$ cat src/rtl/imem_arbiter.sv
// Round-robin sharing of one single-port instruction memory between the fetch stage
// and the loader, with a 2-entry in-order response FIFO per requester.

module imem_arbiter_fifo #(
   parameter int DW = 32
) (
   input  logic          clk,
   input  logic          rst_n,
   input  logic          clr,
   input  logic          push,
   input  logic [DW-1:0] push_data,
   input  logic          pop,
   output logic          valid,
   output logic [DW-1:0] data,
   output logic [1:0]    cnt
);
   logic [DW-1:0] ent0_q, ent0_d;
   logic [DW-1:0] ent1_q, ent1_d;
   logic          wr_ptr_q, wr_ptr_d;
   logic          rd_ptr_q, rd_ptr_d;
   logic [1:0]    cnt_q, cnt_d;
   logic          do_pop;

   always_comb begin
      ent0_d   = ent0_q;
      ent1_d   = ent1_q;
      wr_ptr_d = wr_ptr_q;
      rd_ptr_d = rd_ptr_q;
      cnt_d    = cnt_q;
      do_pop   = pop & (cnt_q != 2'd0);
      if (clr) begin
         wr_ptr_d = 1'b0;
         rd_ptr_d = 1'b0;
         cnt_d    = 2'd0;
      end else begin
         if (push) begin
            if (wr_ptr_q) ent1_d = push_data;
            else          ent0_d = push_data;
            wr_ptr_d = ~wr_ptr_q;
         end
         if (do_pop) rd_ptr_d = ~rd_ptr_q;
         cnt_d = cnt_q + {1'b0, push} - {1'b0, do_pop};
      end
   end

   always_ff @(posedge clk or negedge rst_n) begin
      if (!rst_n) begin
         ent0_q   <= '0;
         ent1_q   <= '0;
         wr_ptr_q <= 1'b0;
         rd_ptr_q <= 1'b0;
         cnt_q    <= 2'd0;
      end else begin
         ent0_q   <= ent0_d;
         ent1_q   <= ent1_d;
         wr_ptr_q <= wr_ptr_d;
         rd_ptr_q <= rd_ptr_d;
         cnt_q    <= cnt_d;
      end
   end

   assign valid = (cnt_q != 2'd0);
   assign data  = rd_ptr_q ? ent1_q : ent0_q;
   assign cnt   = cnt_q;
endmodule

module imem_arbiter #(
   parameter int DW         = 32,
   parameter int AW         = 32,
   parameter int DEPTH_LOG2 = 12
) (
   input  logic                  clk,
   input  logic                  rst_n,
   input  logic                  f_req_valid,
   output logic                  f_req_ready,
   input  logic [AW-1:0]         f_req_addr,
   output logic                  f_rsp_valid,
   input  logic                  f_rsp_ready,
   output logic [DW-1:0]         f_rsp_data,
   input  logic                  f_flush,
   input  logic                  l_req_valid,
   output logic                  l_req_ready,
   input  logic                  l_req_we,
   input  logic [AW-1:0]         l_req_addr,
   input  logic [DW-1:0]         l_req_wdata,
   output logic                  l_rsp_valid,
   input  logic                  l_rsp_ready,
   output logic [DW-1:0]         l_rsp_data,
   input  logic                  l_lock,
   output logic                  mem_en,
   output logic                  mem_we,
   output logic [DEPTH_LOG2-1:0] mem_addr,
   output logic [DW-1:0]         mem_wdata,
   input  logic [DW-1:0]         mem_rdata
);
   logic       rr_q, rr_d;
   logic       rd_vld_q, rd_vld_d;
   logic       rd_own_q, rd_own_d;
   logic       rd_f_infl, rd_l_infl;
   logic [1:0] f_cnt, l_cnt;
   logic [1:0] outst_f, outst_l;
   logic       f_fire, l_fire;
   logic       f_elig, l_elig;
   logic       gnt_f, gnt_l;
   logic       f_push, l_push;
   logic       unused_addr_bits;

   assign f_fire    = f_rsp_valid & f_rsp_ready;
   assign l_fire    = l_rsp_valid & l_rsp_ready;
   assign rd_f_infl = rd_vld_q & ~rd_own_q;
   assign rd_l_infl = rd_vld_q &  rd_own_q;
   assign outst_f   = {1'b0, rd_f_infl} + f_cnt;
   assign outst_l   = {1'b0, rd_l_infl} + l_cnt;

   // Grants are gated by rst_n so the memory strobe and readies drop the moment reset asserts.
   always_comb begin
      f_elig = rst_n & f_req_valid & ~l_lock & ~f_flush & ((outst_f < 2'd2) | f_fire);
      if (l_req_we) l_elig = rst_n & l_req_valid & l_lock;
      else          l_elig = rst_n & l_req_valid & ((outst_l < 2'd2) | l_fire);
      gnt_f = f_elig & (~l_elig | ~rr_q);
      gnt_l = l_elig & (~f_elig |  rr_q);
   end

   always_comb begin
      rr_d      = rr_q;
      mem_en    = gnt_f | gnt_l;
      mem_we    = gnt_l & l_req_we;
      mem_addr  = '0;
      mem_wdata = '0;
      if (gnt_f) begin
         mem_addr = f_req_addr[DEPTH_LOG2+1:2];
         rr_d     = 1'b1;
      end else if (gnt_l) begin
         mem_addr = l_req_addr[DEPTH_LOG2+1:2];
         rr_d     = 1'b0;
      end
      if (mem_we) mem_wdata = l_req_wdata;
      rd_vld_d = mem_en & ~mem_we;
      rd_own_d = gnt_l;
   end

   assign f_req_ready = gnt_f;
   assign l_req_ready = gnt_l;

   // A fetch read landing during a flush cycle is dropped rather than queued.
   assign f_push = rd_f_infl & ~f_flush;
   assign l_push = rd_l_infl;

   assign unused_addr_bits = ^{f_req_addr[AW-1:DEPTH_LOG2+2], f_req_addr[1:0],
                               l_req_addr[AW-1:DEPTH_LOG2+2], l_req_addr[1:0]};

   always_ff @(posedge clk or negedge rst_n) begin
      if (!rst_n) begin
         rr_q     <= 1'b0;
         rd_vld_q <= 1'b0;
         rd_own_q <= 1'b0;
      end else begin
         rr_q     <= rr_d;
         rd_vld_q <= rd_vld_d;
         rd_own_q <= rd_own_d;
      end
   end

   imem_arbiter_fifo #(.DW(DW)) u_f_fifo (
      .clk       (clk),
      .rst_n     (rst_n),
      .clr       (f_flush),
      .push      (f_push),
      .push_data (mem_rdata),
      .pop       (f_rsp_ready),
      .valid     (f_rsp_valid),
      .data      (f_rsp_data),
      .cnt       (f_cnt)
   );

   imem_arbiter_fifo #(.DW(DW)) u_l_fifo (
      .clk       (clk),
      .rst_n     (rst_n),
      .clr       (1'b0),
      .push      (l_push),
      .push_data (mem_rdata),
      .pop       (l_rsp_ready),
      .valid     (l_rsp_valid),
      .data      (l_rsp_data),
      .cnt       (l_cnt)
   );
endmodule

$ cat config.mk
export PLATFORM = sky130hd
export DESIGN_NAME = imem_arbiter
export DESIGN_NICKNAME = d
export VERILOG_FILES = /design/src/rtl/imem_arbiter.sv
export SDC_FILE = /design/constraint.sdc
export NUM_CORES = 1
export LEC_CHECK = 0
export ABC_AREA = 1
export BUFFER_PORTS_ARGS = -buffer_cell sky130_fd_sc_hd__buf_2
export CAP_MARGIN = 10
export CORE_ASPECT_RATIO = 2
export CORE_UTILIZATION = 45
export DETAILED_ROUTE_END_ITERATION = 10
export PLACE_DENSITY = 0.71
export REMOVE_ABC_BUFFERS = 1
export SLEW_MARGIN = 15
export SYNTH_ARGS = -nofsm -noshare
export SYNTH_HDL_FRONTEND = slang
export SYNTH_SLANG_ARGS = --single-unit
$ cat constraint.sdc
create_clock -name clk -period 3 [get_ports clk]
set_input_delay 0 -clock clk [delete_from_list [all_inputs] [get_ports clk]]
set_output_delay 0 -clock clk [all_outputs]
set_load 0.03 [all_outputs]
==> results.md, run 1 <==
- Die width: 87.6 um
- Xor and xnor area share after synthesis: 0.532%
- Synth cell types: 24
- Max-slew violation count: 0
- Avg Cell Area, Syn: 7.83 um2
- Critical path's slowest cell: dfrtp_1
- Startpoint Class: register
- Final #Nets: 1,213
- Post-synthesis adder-cell area fraction: 0.760%
- Pin count of the biggest net entering global routing: 83
- Yosys reg bits: 139
- Clk_skew: 0.00713 ns
- Post-route minimum period: 2.65 ns
- Pre-Repair DR Iteration Count: 5
- Hold Path Class: input port to register
- DP Area: 7700 um2
- Seq/Total Area, Yosys: 52.8%
- Hold WS: 0.0237 ns
- Via density: 4.80
- PwrDens: 1040 nW/um2
- CTS tree: built
- Final Util: 60.8%
- Root Driver: clkbuf_16
- Clk Latency, worst-skew pair: 0.41 ns
- Antenna Violating Nets Remaining: 0
- Vias in the first global route: 5,947
- GRT busiest layer: met2
- Status: complete, no violations
- Clock sinks: 139
- Synthesized cell area: 6590 um2
- Total track usage: 24.6%
- Vias: 6,127
- Asr flop ratio synth: 100%
- WP data arrival: 2.65 ns
- Ports: 251
- Post-CTS Setup Inserts: 0
- Most common cell after layout, fill and taps aside: nand2_1
- Antenna violations before repair: 0
- Clk pin slew, worst setup/hold paths: 0.06 ns
- Routability cong.: 0.775
- F_max: 0.378 GHz
- CP max FO: 33
- Cell count after synthesis: 842
- Delay of the slowest cell on the worst path: 0.41 ns
- Most used cell, CP: nand2_1
- Total CTS buffers: 17
- Row cnt: 62
- Max clock buf depth: 2
- Max Cap Violations: 0
- Slew margin rel.: 31.3%
- Total power after layout: 9.05 mW
- Count of final setup violators: 0
- Ys Warns: 0
- Final hold viol count: 0
- CP required: 3.00 ns
- Antenna cells: 0
- Met1 layer usage reported by global route: 26.3%
- Core ar.: 14,400 um2
- Mux share of post-synthesis cell area: 0%
- Global Route met3 Usage: 4.34%
- Crit end category: output pin
- Main combinational cell family by area after synthesis: simple AND/OR/NAND/NOR gates
- Fillers: 1,298
- Commonest non-fill, non-tap cells in the layout: nand2_1 (349), buf_2 (209), dfrtp_1 (139)
- Grt total ovfl: 0
- Final TNS setup: 0 ns
- Pleak: 5.04 nW
- Met2 Usage GRT: 45.2%
- Tcrit/Tclk final: 88.2%
- Drt total wl: 17,400 um
- Crit path max-delay family: simple AND/OR/NAND/NOR gates
- Synth Area in Compound Gates: 9.95%
- Number of enable flip-flop cells after synthesis: 0
- CP Cell Sequence: nand2_1, inv_1, ha_1, nand2_1, nand2_1, nand3_2, nand2_2, inv_2, nand3_4, nor2_2, buf_2
- Simple-gate share of the synthesized area: 26.7%
- Least-Margin Pin Slew: 1.03 ns
- Critical path type: register to output pin
- Main synth FF type: dfrtp_1
- Fraction of layout instances using a drive strength above 1: 26.7%
- Die height: 173 um
- Initial Utilization: 45.9%
- Die area: 15,200 um2
- DR WL/cell: 13.6 um
- Buffers & Inverters on Critical Path: 3
- IO Port Bufs: 210
- Area delta synth->final: 32.3%
- Unrepaired setup endpoints after global routing: false
- Maximum VDD drop: 0.000401 V
- Post-layout instance area: 8720 um2
- First DRT Iteration DRCs: 426
- Detailed placement HPWL: 11,500 um
- # DRC: 0
- Global-route wire length before repair: 28,200 um
- Number of H-tree levels: 4
[metal layers]
metal | wire, um | share of wire [%]
met5 | 0 | 0
met4 | 528 | 3.0
met3 | 760 | 4.4
met2 | 9560 | 55
met1 | 6560 | 38
[worst paths after layout]
check                                   start                  end  slack (ns)  cells past startpoint
setup / recovery                     rd_vld_q        mem_wdata[19]        0.35                     11
min in group asynchronous               rst_n  u_f_fifo.ent1_q[26]        0.39                      3
hold / removal                    l_req_valid             rd_vld_q        0.02                      5
hold reg to reg            u_l_fifo.ent1_q[4]   u_l_fifo.ent1_q[4]        0.48                      2
setup reg to reg                     rd_vld_q             rd_vld_q        1.12                      9
max in group asynchronous               rst_n   u_l_fifo.ent1_q[5]        1.83                      3
[area by class of cell]
cell class,count,area [um2],area share (%)
Clock buffer,20,457,5.24
Clock inverter,12,185,2.12
Inverter,89,334,3.83
Multi-Input combinational cell,567,2500,28.7
Sequential cell,139,3480,39.9
Tap cell,192,240,2.76
Timing Repair Buffer,258,1530,17.5
[Yosys cell counts, drive strengths merged (2+ instances only)]
master / number / area (um2)
nand2: 357 / 1360
inv: 87 / 327
o21ai: 130 / 651
nand3: 31 / 183
ha: 4 / 50.1
xor2: 3 / 26.3
clkinv: 2 / 7.51
dfrtp: 139 / 3480
clkbuf: 21 / 78.8
nor2: 37 / 194
buf: 26 / 200
[registers in the layout, indices dropped and copies added (netlist names)]
signal             count
rd_vld_q               1
u_l_fifo.cnt           2
rd_own_q               1
u_l_fifo.ent0_q       32
u_l_fifo.ent1_q       32
u_f_fifo.rd_ptr_q      1
u_l_fifo.wr_ptr_q      1
u_f_fifo.ent0_q       32
u_f_fifo.ent1_q       32
rr_q                   1
u_f_fifo.cnt           2
u_f_fifo.wr_ptr_q      1
u_l_fifo.rd_ptr_q      1
[worst min-delay path, delay by kind of cell]
kind	cells	cell delay, ns
compound gates	1	0.09
simple gates	3	0.20
buf+inv	1	0.09
[cells by family (layout without fill, tap and decap cells)]
| group | count (synthesis) | count (layout) |
|---|---|---|
| AND/OR/NAND/NOR | 428 | 428 |
| adder cells (fa/ha/maj) | 4 | 4 |
| AO/OA/AOI/OAI | 131 | 131 |
| flip-flops | 139 | 139 |
| buffers and inverters | 136 | 379 |
| XOR/XNOR | 4 | 4 |
[power by group]
part	leakage [nW]	internal (mW)	switching, mW	total, mW
sequential	1.66	2.58	0.377	2.96
combinational	3.08	1.14	2.69	3.83
clock	0.300	1.45	0.814	2.26
[repair_timing]
action	in CTS	in global routing
hold endpoints to repair	274	0
resized for setup	0	0
hold buffers	38	0
[metrics by stage]
step | std cells | setup slack (ns)
3_5_place_dp | 1207 | 0.795
2_1_floorplan | 795 | 0.989
5_1_grt | 1277 | 0.160
6_report | 1277 | 0.353
4_1_cts | 1277 | 0.334
3_3_place_gp | 1207 | 0.831
Note: power is estimated with default switching activity, not from simulation.
==> inputs of run 2 (changes only) <==
--- a/config.mk
+++ b/config.mk
@@ -11,9 +11,10 @@
 export CORE_ASPECT_RATIO = 2
 export CORE_UTILIZATION = 45
 export DETAILED_ROUTE_END_ITERATION = 10
-export PLACE_DENSITY = 0.71
+export PLACE_DENSITY = 0.7
 export REMOVE_ABC_BUFFERS = 1
 export SLEW_MARGIN = 15
 export SYNTH_ARGS = -nofsm -noshare
 export SYNTH_HDL_FRONTEND = slang
+export SYNTH_HIERARCHICAL = 1
 export SYNTH_SLANG_ARGS = --single-unit
==> run 2 against run 1 <==
- die area rose by 13%
- combinational power fell by 37%
- sequential share of layout area fell by 2.9 points
- utilization fell by 3.0 points
- flip-flop and latch count did not move
- register-to-register slack got worse by 0.28 ns
- count of clock-buffer cells in the layout fell by 2
==> results.md, run 2 <==
- First DRT Iteration DRCs: 255 (-40%)
- Count of final setup violators: 0 (unchanged)
- Hold-fix buffers, CTS: 37 (-2.6%)
- Most common cell after layout, fill and taps aside: nand2_1
- Status: complete, no violations
- Sw Ratio: 39.7% (-3.1 points)
- Worst hold endpoint: rd_vld_q
- Total CTS buffers: 17 (unchanged)
- Die width: 93.2 um (+6.4%)
- Final TNS setup: 0 ns (unchanged)
- PwrDens: 719 nW/um2 (-31%)
- Number of H-tree levels: 4 (unchanged)
- Hold depth: 5 (unchanged)
- Number of enable flip-flop cells after synthesis: 0 (unchanged)
- Post-route minimum period: 2.52 ns (-0.129 ns)
- Max Cap Violations: 0 (unchanged)
- Max clock buf depth: 2 (unchanged)
- Reg2Reg Depth: 7 (-2)
- Row cnt: 66 (+6.5%)
- Flop pwr share: 35.1% (+2.4 points)
- Post-CTS Setup Inserts: 0 (unchanged)
- Clk_skew: 0.00562 ns (-0.00152 ns)
- Post-synth top area cell: dfrtp_1
- Final Util: 57.8% (-3.0 points)
- Critical path's slowest cell: nand3_4
- Crit end category: output pin
- Least-Margin Pin Slew: 0.976 ns (-0.0536 ns)
- Pint: 4.07 mW (-21%)
- Core ar.: 16,300 um2 (+13%)
- Synthesized cell area: 7480 um2 (+14%)
- F_max: 0.397 GHz (+5.1%)
- Clk Latency, worst-skew pair: 0.42 ns (about the same)
- Main synth FF type: dfrtp_1
- Synth cell types: 27 (+13%)
- Startpoint Class: register
- Global-route wire length before repair: 29,800 um (+5.5%)
- Pre-Repair DR Iteration Count: 5 (unchanged)
- Ranking of synthesized cells by area: dfrtp_1 (46%), nand2_1 (18%), o21ai_2 (10%)
- # DRC: 0 (unchanged)
- Most frequent cells after synthesis: nand2_1 (359), dfrtp_1 (139), inv_1 (120)
- Slew margin rel.: 34.9% (+3.6 points)
- Synth top area share: 46.5% (-6.3 points)
- Avg Cell Area, Syn: 8.38 um2 (+7.1%)
- Final #Nets: 1,269 (+4.6%)
- CTS tree: built
- IO Port Bufs: 210 (unchanged)
- Drt total wl: 18,800 um (+7.9%)
- Delay of the slowest cell on the worst path: 0.42 ns (about the same)
- Total track usage: 23.0% (-1.6 points)
- Clock power share: 29.3% (+4.3 points)
- Seq/Total Area, Yosys: 46.5% (-6.3 points)
- Max-slew violation count: 0 (unchanged)
- Cts repair resizes: 0 (unchanged)
- Clk pin slew, worst setup/hold paths: 0.06 ns (about the same)
- Pleak: 5.39 nW (+6.9%)
- Vias: 6,377 (+4.1%)
- Antenna violations before repair: 1 (+1)
- Maximum VDD drop: 0.000508 V (+27%)
- DR WL/cell: 14.0 um (+2.3%)
- Worst r2r dst: u_f_fifo/ent0_q[12]
- Root Driver: clkbuf_16
- Setup slack, reg-to-reg: 0.84 ns (-0.28 ns)
- Die area: 17,200 um2 (+13%)
- Ports: 251 (unchanged)
- Pin count of the biggest net entering global routing: 78 (-6.0%)
- CP max FO: 17 (-48%)
- Asr flop ratio synth: 100% (unchanged)
- CP Cell Sequence: inv_1, nand2_1, nand2_1, nand3_2, nand3_2, nand3_4, buf_4, nor2_4, buf_2
- Yosys reg bits: 139 (unchanged)
- RR Startpoint: rd_own_q
- Ys Warns: 6 (+6)
- WP data arrival: 2.52 ns (-0.13 ns)
- Final hold viol count: 0 (unchanged)
- Clock sinks: 139 (unchanged)
- Initial Utilization: 46.0% (+0.097 points)
- Die height: 184 um (+6.5%)
- Detailed placement HPWL: 12,900 um (+12%)
- Tcrit/Tclk final: 84.0% (-4.3 points)
- Critical path type: register to output pin
- Unrepaired setup endpoints after global routing: false
- Comb pwr share: 35.6% (-6.7 points)
- Fraction of layout instances using a drive strength above 1: 33.8% (+7.1 points)
- Commonest non-fill, non-tap cells in the layout: nand2_1 (359), buf_2 (209), dfrtp_1 (139)
- Worst hold start: l_req_valid
- Via density: 4.74 (-1.3%)
- Routability cong.: 0.722 (-6.9%)
- Grt total ovfl: 0 (unchanged)
- NetSw: 2.69 mW (-31%)
- Area delta synth->final: 25.6%
- Cell count after synthesis: 893 (+6.1%)
- Antenna Violating Nets Remaining: 0 (unchanged)
- Vias in the first global route: 6,321 (+6.3%)
- Hold Path Class: input port to register
- CP required: 3.00 ns (about the same)
- Cell with the most instances after synthesis: nand2_1
run 2: cell types whose count changed in the layout (fill, tap and decap cells not counted), moves of 4 or more:
cell,delta
nand2_1,+10
o21ai_2,+88
nor2_2,-22
o21ai_1,-53
nand3_1,+4
buf_4,+4
nand2_2,-7
nor2_4,+29
inv_1,+36
o21ai_0,-35
run 2: how the worst max path moves through the flow:
stage                     slack [ns]             from                   to  cells after the start
final                           0.48  u_f_fifo/cnt[1]         mem_wdata[6]                      9
after global placement          0.88         rd_own_q   u_f_fifo/ent0_q[7]                      7
after floorplan                 0.57  u_f_fifo/cnt[1]        mem_wdata[18]                      7
after global routing            0.27  u_f_fifo/cnt[1]         mem_wdata[6]                      9
after CTS                       0.44  u_f_fifo/cnt[1]         mem_wdata[6]                      9
after detailed placement        0.84         rd_own_q  u_f_fifo/ent0_q[12]                      7
run 2: area by class of cell:
type | count | area (um2)
Sequential cell | 139 | 3480
Multi-Input combinational cell | 585 | 3090
Tap cell | 204 | 255
Fill cell | 1563 | 6870
Antenna cell | 1 | 2.50
Clock buffer | 18 | 439
Timing Repair Buffer | 261 | 1550
Clock inverter | 14 | 124
Inverter | 124 | 468
run 2: per-layer routing:
metal / global-route usage (%) / part of all wire, % / up-vias
met3: 4.95 / 5.7 / 30
met4: 10.8 / 3.3 / 0
met5: 0 / 0 / -
met2: 44.6 / 55 / 233
met1: 22.3 / 36 / 2922
li1: - / - / 3192
run 2: logic make-up after synthesis:
family          Yosys count  synth area share [%]
compound gates          133                  13.3
fa+ha+maj                 4                 0.669
flops                   139                  46.5
other cells               1                0.0501
buf+inv                 171                  12.3
simple gates            445                  27.2
run 2: per-stage QoR:
step / total power [mW] / cells / worst slack [ns] / hold WS (ns) / instance area (um2)
6_report: 6.76 / 1346 / 0.481 / 0.0194 / 9400
5_1_grt: 7.16 / 1346 / 0.274 / 0.0543 / 9400
4_1_cts: 6.84 / 1345 / 0.437 / 0.00211 / 9400
3_5_place_dp: 4.80 / 1276 / 0.835 / 0.254 / 8470
3_3_place_gp: 4.76 / 1276 / 0.880 / 0.247 / 8470
2_1_floorplan: 3.98 / 848 / 0.572 / -0.296 / 7040
run 2: power by group through the flow:
stage | Clock [mW] | Combinational (mW) | Sequential (mW)
6_report | 1.98 | 2.41 | 2.37
5_1_grt | 2.09 | 2.64 | 2.42
4_1_cts | 2.03 | 2.44 | 2.37
3_5_place_dp | 0 | 2.40 | 2.40
3_3_place_gp | 0 | 2.37 | 2.39
2_1_floorplan | 0 | 1.57 | 2.41
run 2: worst max-delay path, delay by kind of cell, from the launching register on:
family | cells | cell delay, ns
simple gates | 6 | 1.03
flops | 1 | 0.41
buf+inv | 3 | 0.64
==> inputs of run 3 (changes only) <==
--- a/config.mk
+++ b/config.mk
@@ -5,13 +5,13 @@
 export SDC_FILE = /design/constraint.sdc
 export NUM_CORES = 1
 export LEC_CHECK = 0
-export ABC_AREA = 1
+export ABC_AREA = 0
 export BUFFER_PORTS_ARGS = -buffer_cell sky130_fd_sc_hd__buf_2
 export CAP_MARGIN = 10
 export CORE_ASPECT_RATIO = 2
 export CORE_UTILIZATION = 45
 export DETAILED_ROUTE_END_ITERATION = 10
-export PLACE_DENSITY = 0.7
+export PLACE_DENSITY = 0.71
 export REMOVE_ABC_BUFFERS = 1
 export SLEW_MARGIN = 15
 export SYNTH_ARGS = -nofsm -noshare
==> constraint.sdc (replaced) <==
create_clock -name clk -period 2.4 [get_ports clk]
set_input_delay 0 -clock clk [delete_from_list [all_inputs] [get_ports clk]]
set_output_delay 0 -clock clk [all_outputs]
set_load 0.03 [all_outputs]
==> run 3 against run 2 <==
- design area decreased by 5.1%
- sequential power increased by 35%
- critical path depth shrank 3
- via count decreased by 25%
- worst setup slack got worse by 0.38 ns
- worst hold slack gained 0.067 ns
- die area is 11% lower
- non-clock buffer count unchanged
- register-to-register slack worse by 0.37 ns
- power grew 35%
- sequential share of layout area grew 2.0 points
- first-iteration DRC count fell by 53%
==> results.md, run 3 <==
- Crit end category: output pin
- Clk_skew: 0.0116 ns (+0.00598 ns)
- Ys Warns: 6 (unchanged)
- Reg2Reg Depth: 7 (unchanged)
- Worst hold endpoint: rd_vld_q
- Area delta synth->final: 34.6%
- Cell count after synthesis: 458 (-49%)
- Antenna cells: 0 (-1)
- Setup slack, reg-to-reg: 0.47 ns (-0.37 ns)
- Synth top area share: 52.4% (+6.0 points)
- Global-route wire length before repair: 25,100 um (-16%)
- RR Startpoint: u_l_fifo/cnt[0]
- Status: complete, no violations
- Tcrit/Tclk final: 95.7%
- Ranking of synthesized cells by area: dfrtp_1 (52%), mux2_2 (32%), and3_1 (3.0%)
- Startpoint Class: register
- Maximum VDD drop: 0.000749 V (+47%)
- Simple-gate share of the synthesized area: 6.21% (-21 points)
- Die area: 15,300 um2 (-11%)
- Asr flop ratio synth: 100% (unchanged)
- Fraction of layout instances using a drive strength above 1: 63.3% (+29 points)
- Synthesized cell area: 6630 um2 (-11%)
- Final Util: 62.2% (+4.4 points)
- Antenna Violating Nets Remaining: 0 (unchanged)
- Critical path type: register to output pin
- Buffers & Inverters on Critical Path: 1 (-2)
- PwrDens: 1020 nW/um2 (+43%)
- Setup ws final: 0.104 ns (-0.377 ns)
- Cell with the most instances after synthesis: mux2_2
- Total CTS buffers: 17 (unchanged)
- Die height: 174 um (-5.8%)
- First DRT Iteration DRCs: 119 (-53%)
- Yosys reg bits: 139 (unchanged)
- Clk Latency, worst-skew pair: 0.42 ns (about the same)
- Number of H-tree levels: 4 (unchanged)
- Crit path max-delay family: compound AO/OA/AOI/OAI gates
- Hold depth: 5 (unchanged)
- Hold Path Class: input port to register
- IO Port Bufs: 210 (unchanged)
- Unrepaired setup endpoints after global routing: false
- Pin count of the biggest net entering global routing: 140 (+79%)
- Core ar.: 14,400 um2 (-12%)
- Total track usage: 22.2% (-0.77 points)
- CTS tree: built
- Slew margin rel.: 37.7% (+2.8 points)
- Pleak: 4.82 nW (-11%)
- Routability cong.: 0.723 (+0.14%)
- Most frequent cells after synthesis: mux2_2 (186), dfrtp_1 (139), and3_1 (32)
- Vias in the first global route: 5,024 (-21%)
- Max-slew violation count: 0 (unchanged)
- Avg Cell Area, Syn: 14.5 um2 (+73%)
- Clock sinks: 139 (unchanged)
- Root Driver: clkbuf_16
- Initial Utilization: 46.2% (+0.22 points)
- Post-layout instance area: 8930 um2 (-5.1%)
- Post-route minimum period: 2.30 ns
- Row cnt: 62 (-6.1%)
- Grt total ovfl: 0 (unchanged)
- CP Cell Sequence: or2_4, a21o_1, o211ai_1, nor2b_4, a22o_1, buf_6
- Total power after layout: 9.14 mW (+35%)
- Commonest non-fill, non-tap cells in the layout: buf_2 (202), mux2_2 (186), dfrtp_1 (137)
- Synth cell types: 40 (+48%)
- Pre-CTS setup slack: 0.501 ns (-0.334 ns)
- Synth Area in Compound Gates: 3.02% (-10 points)
- Main synth FF type: dfrtp_1
- Antenna violations before repair: 0 (-1)
- Ports: 251 (unchanged)
- Xor and xnor area share after synthesis: 1.32% (+1.3 points)
- Die width: 87.9 um (-5.7%)
- Main combinational cell family by area after synthesis: multiplexers
- CP startpoint: u_l_fifo/cnt[0]
- Max clock buf depth: 2 (unchanged)
- Most common cell after layout, fill and taps aside: buf_2
- Max Cap Violations: 0 (unchanged)
- Clk pin slew, worst setup/hold paths: 0.06 ns (about the same)
- Final hold viol count: 0 (unchanged)
- Pre-Repair DR Iteration Count: 4 (-1)
- Final TNS setup: 0 ns (unchanged)
- DR WL/cell: 18.1 um (+30%)
- Worst r2r dst: rd_vld_q
- F_max: 0.436 GHz
- Count of final setup violators: 0 (unchanged)
- CP max FO: 7 (-10)
- Vias: 4,764 (-25%)
- Seq/Total Area, Yosys: 52.4% (+6.0 points)
- Mux share of post-synthesis cell area: 32.9% (+33 points)
- Critical path's slowest cell: dfrtp_1
- Least-Margin Pin Slew: 0.934 ns (-0.0420 ns)
- Post-synthesis adder-cell area fraction: 0.754% (+0.086 points)
- Detailed placement HPWL: 11,200 um (-13%)
- Worst hold start: l_req_valid
- WP data arrival: 2.30 ns (-0.22 ns)
- Drt total wl: 16,700 um (-11%)
- Via density: 5.17 (+9.1%)
- Delay of the slowest cell on the worst path: 0.40 ns (-0.02 ns)
- Final #Nets: 858 (-32%)
- DP Area: 7850 um2 (-7.2%)
- CP required: 2.40 ns (-0.60 ns)
- # DRC: 0 (unchanged)
- Post-synth top area cell: dfrtp_1
- Number of enable flip-flop cells after synthesis: 0 (unchanged)
run 3: final cells by class:
| class | count | area (um2) |
|---|---|---|
| fill | 1110 | 5420 |
| sequential | 139 | 3480 |
| multi-input combinational | 292 | 2980 |
| timing repair buffer | 261 | 1580 |
| clock buffer | 18 | 439 |
| tap | 192 | 240 |
| clock inverter | 14 | 184 |
| inverter | 6 | 22.5 |
run 3: how the worst max path moves through the flow:
| stage | end | slack, ns | cells past startpoint |
|---|---|---|---|
| after floorplan | u_f_fifo/ent0_q[0] | -0.03 | 3 |
| after global placement | u_f_fifo/ent1_q[4] | 0.55 | 4 |
| after detailed placement | mem_addr[9] | 0.50 | 6 |
| after CTS | mem_addr[9] | 0.03 | 6 |
| after global routing | mem_addr[1] | 0.02 | 6 |
| final | mem_addr[9] | 0.10 | 6 |
run 3: routing by layer:
metal | track usage, % | wire (um) | up-vias
met5 | 0 | 0 | -
met4 | 10.4 | 458 | 0
met3 | 4.33 | 752 | 27
met2 | 43.2 | 9630 | 189
met1 | 21.0 | 5850 | 2389
li1 | - | - | 2159
run 3: kinds of logic after synthesis:
group,Yosys count
and+or+nand+nor,58
muxes,194
adders and majority gates,4
buffers and inverters,34
DFF,139
AOI/OAI and AO/OA,22
other,1
xor gates and xnor gates,6
run 3: timing repair:
action / in CTS / in global routing
endpoints found under the setup margin: 0 / 12
gates resized for setup: 0 / 19
buffers inserted: 0 / 6
hold buffers: 36 / 0
endpoints found under the hold margin: 272 / 0
run 3: worst min-delay path: stages:
cell      delay (ns)
buf_2           0.11
nand2_1         0.07
a21oi_2         0.05
o21ai_1         0.12
o21bai_1        0.10
run 3: report_power, final:
part | internal [mW] | switching, mW | leakage, nW
logic | 1.39 | 1.82 | 2.67
registers | 2.83 | 0.364 | 1.85
clock network | 1.69 | 1.05 | 0.304
total | 5.91 | 3.24 | 4.82
run 3: through the flow:
stage,std cells,hold slack (ns)
after floorplan,436,-0.296
after global placement,847,0.193
after detailed placement,847,0.219
after CTS,915,0.0563
after global routing,922,0.110
final,922,0.0860
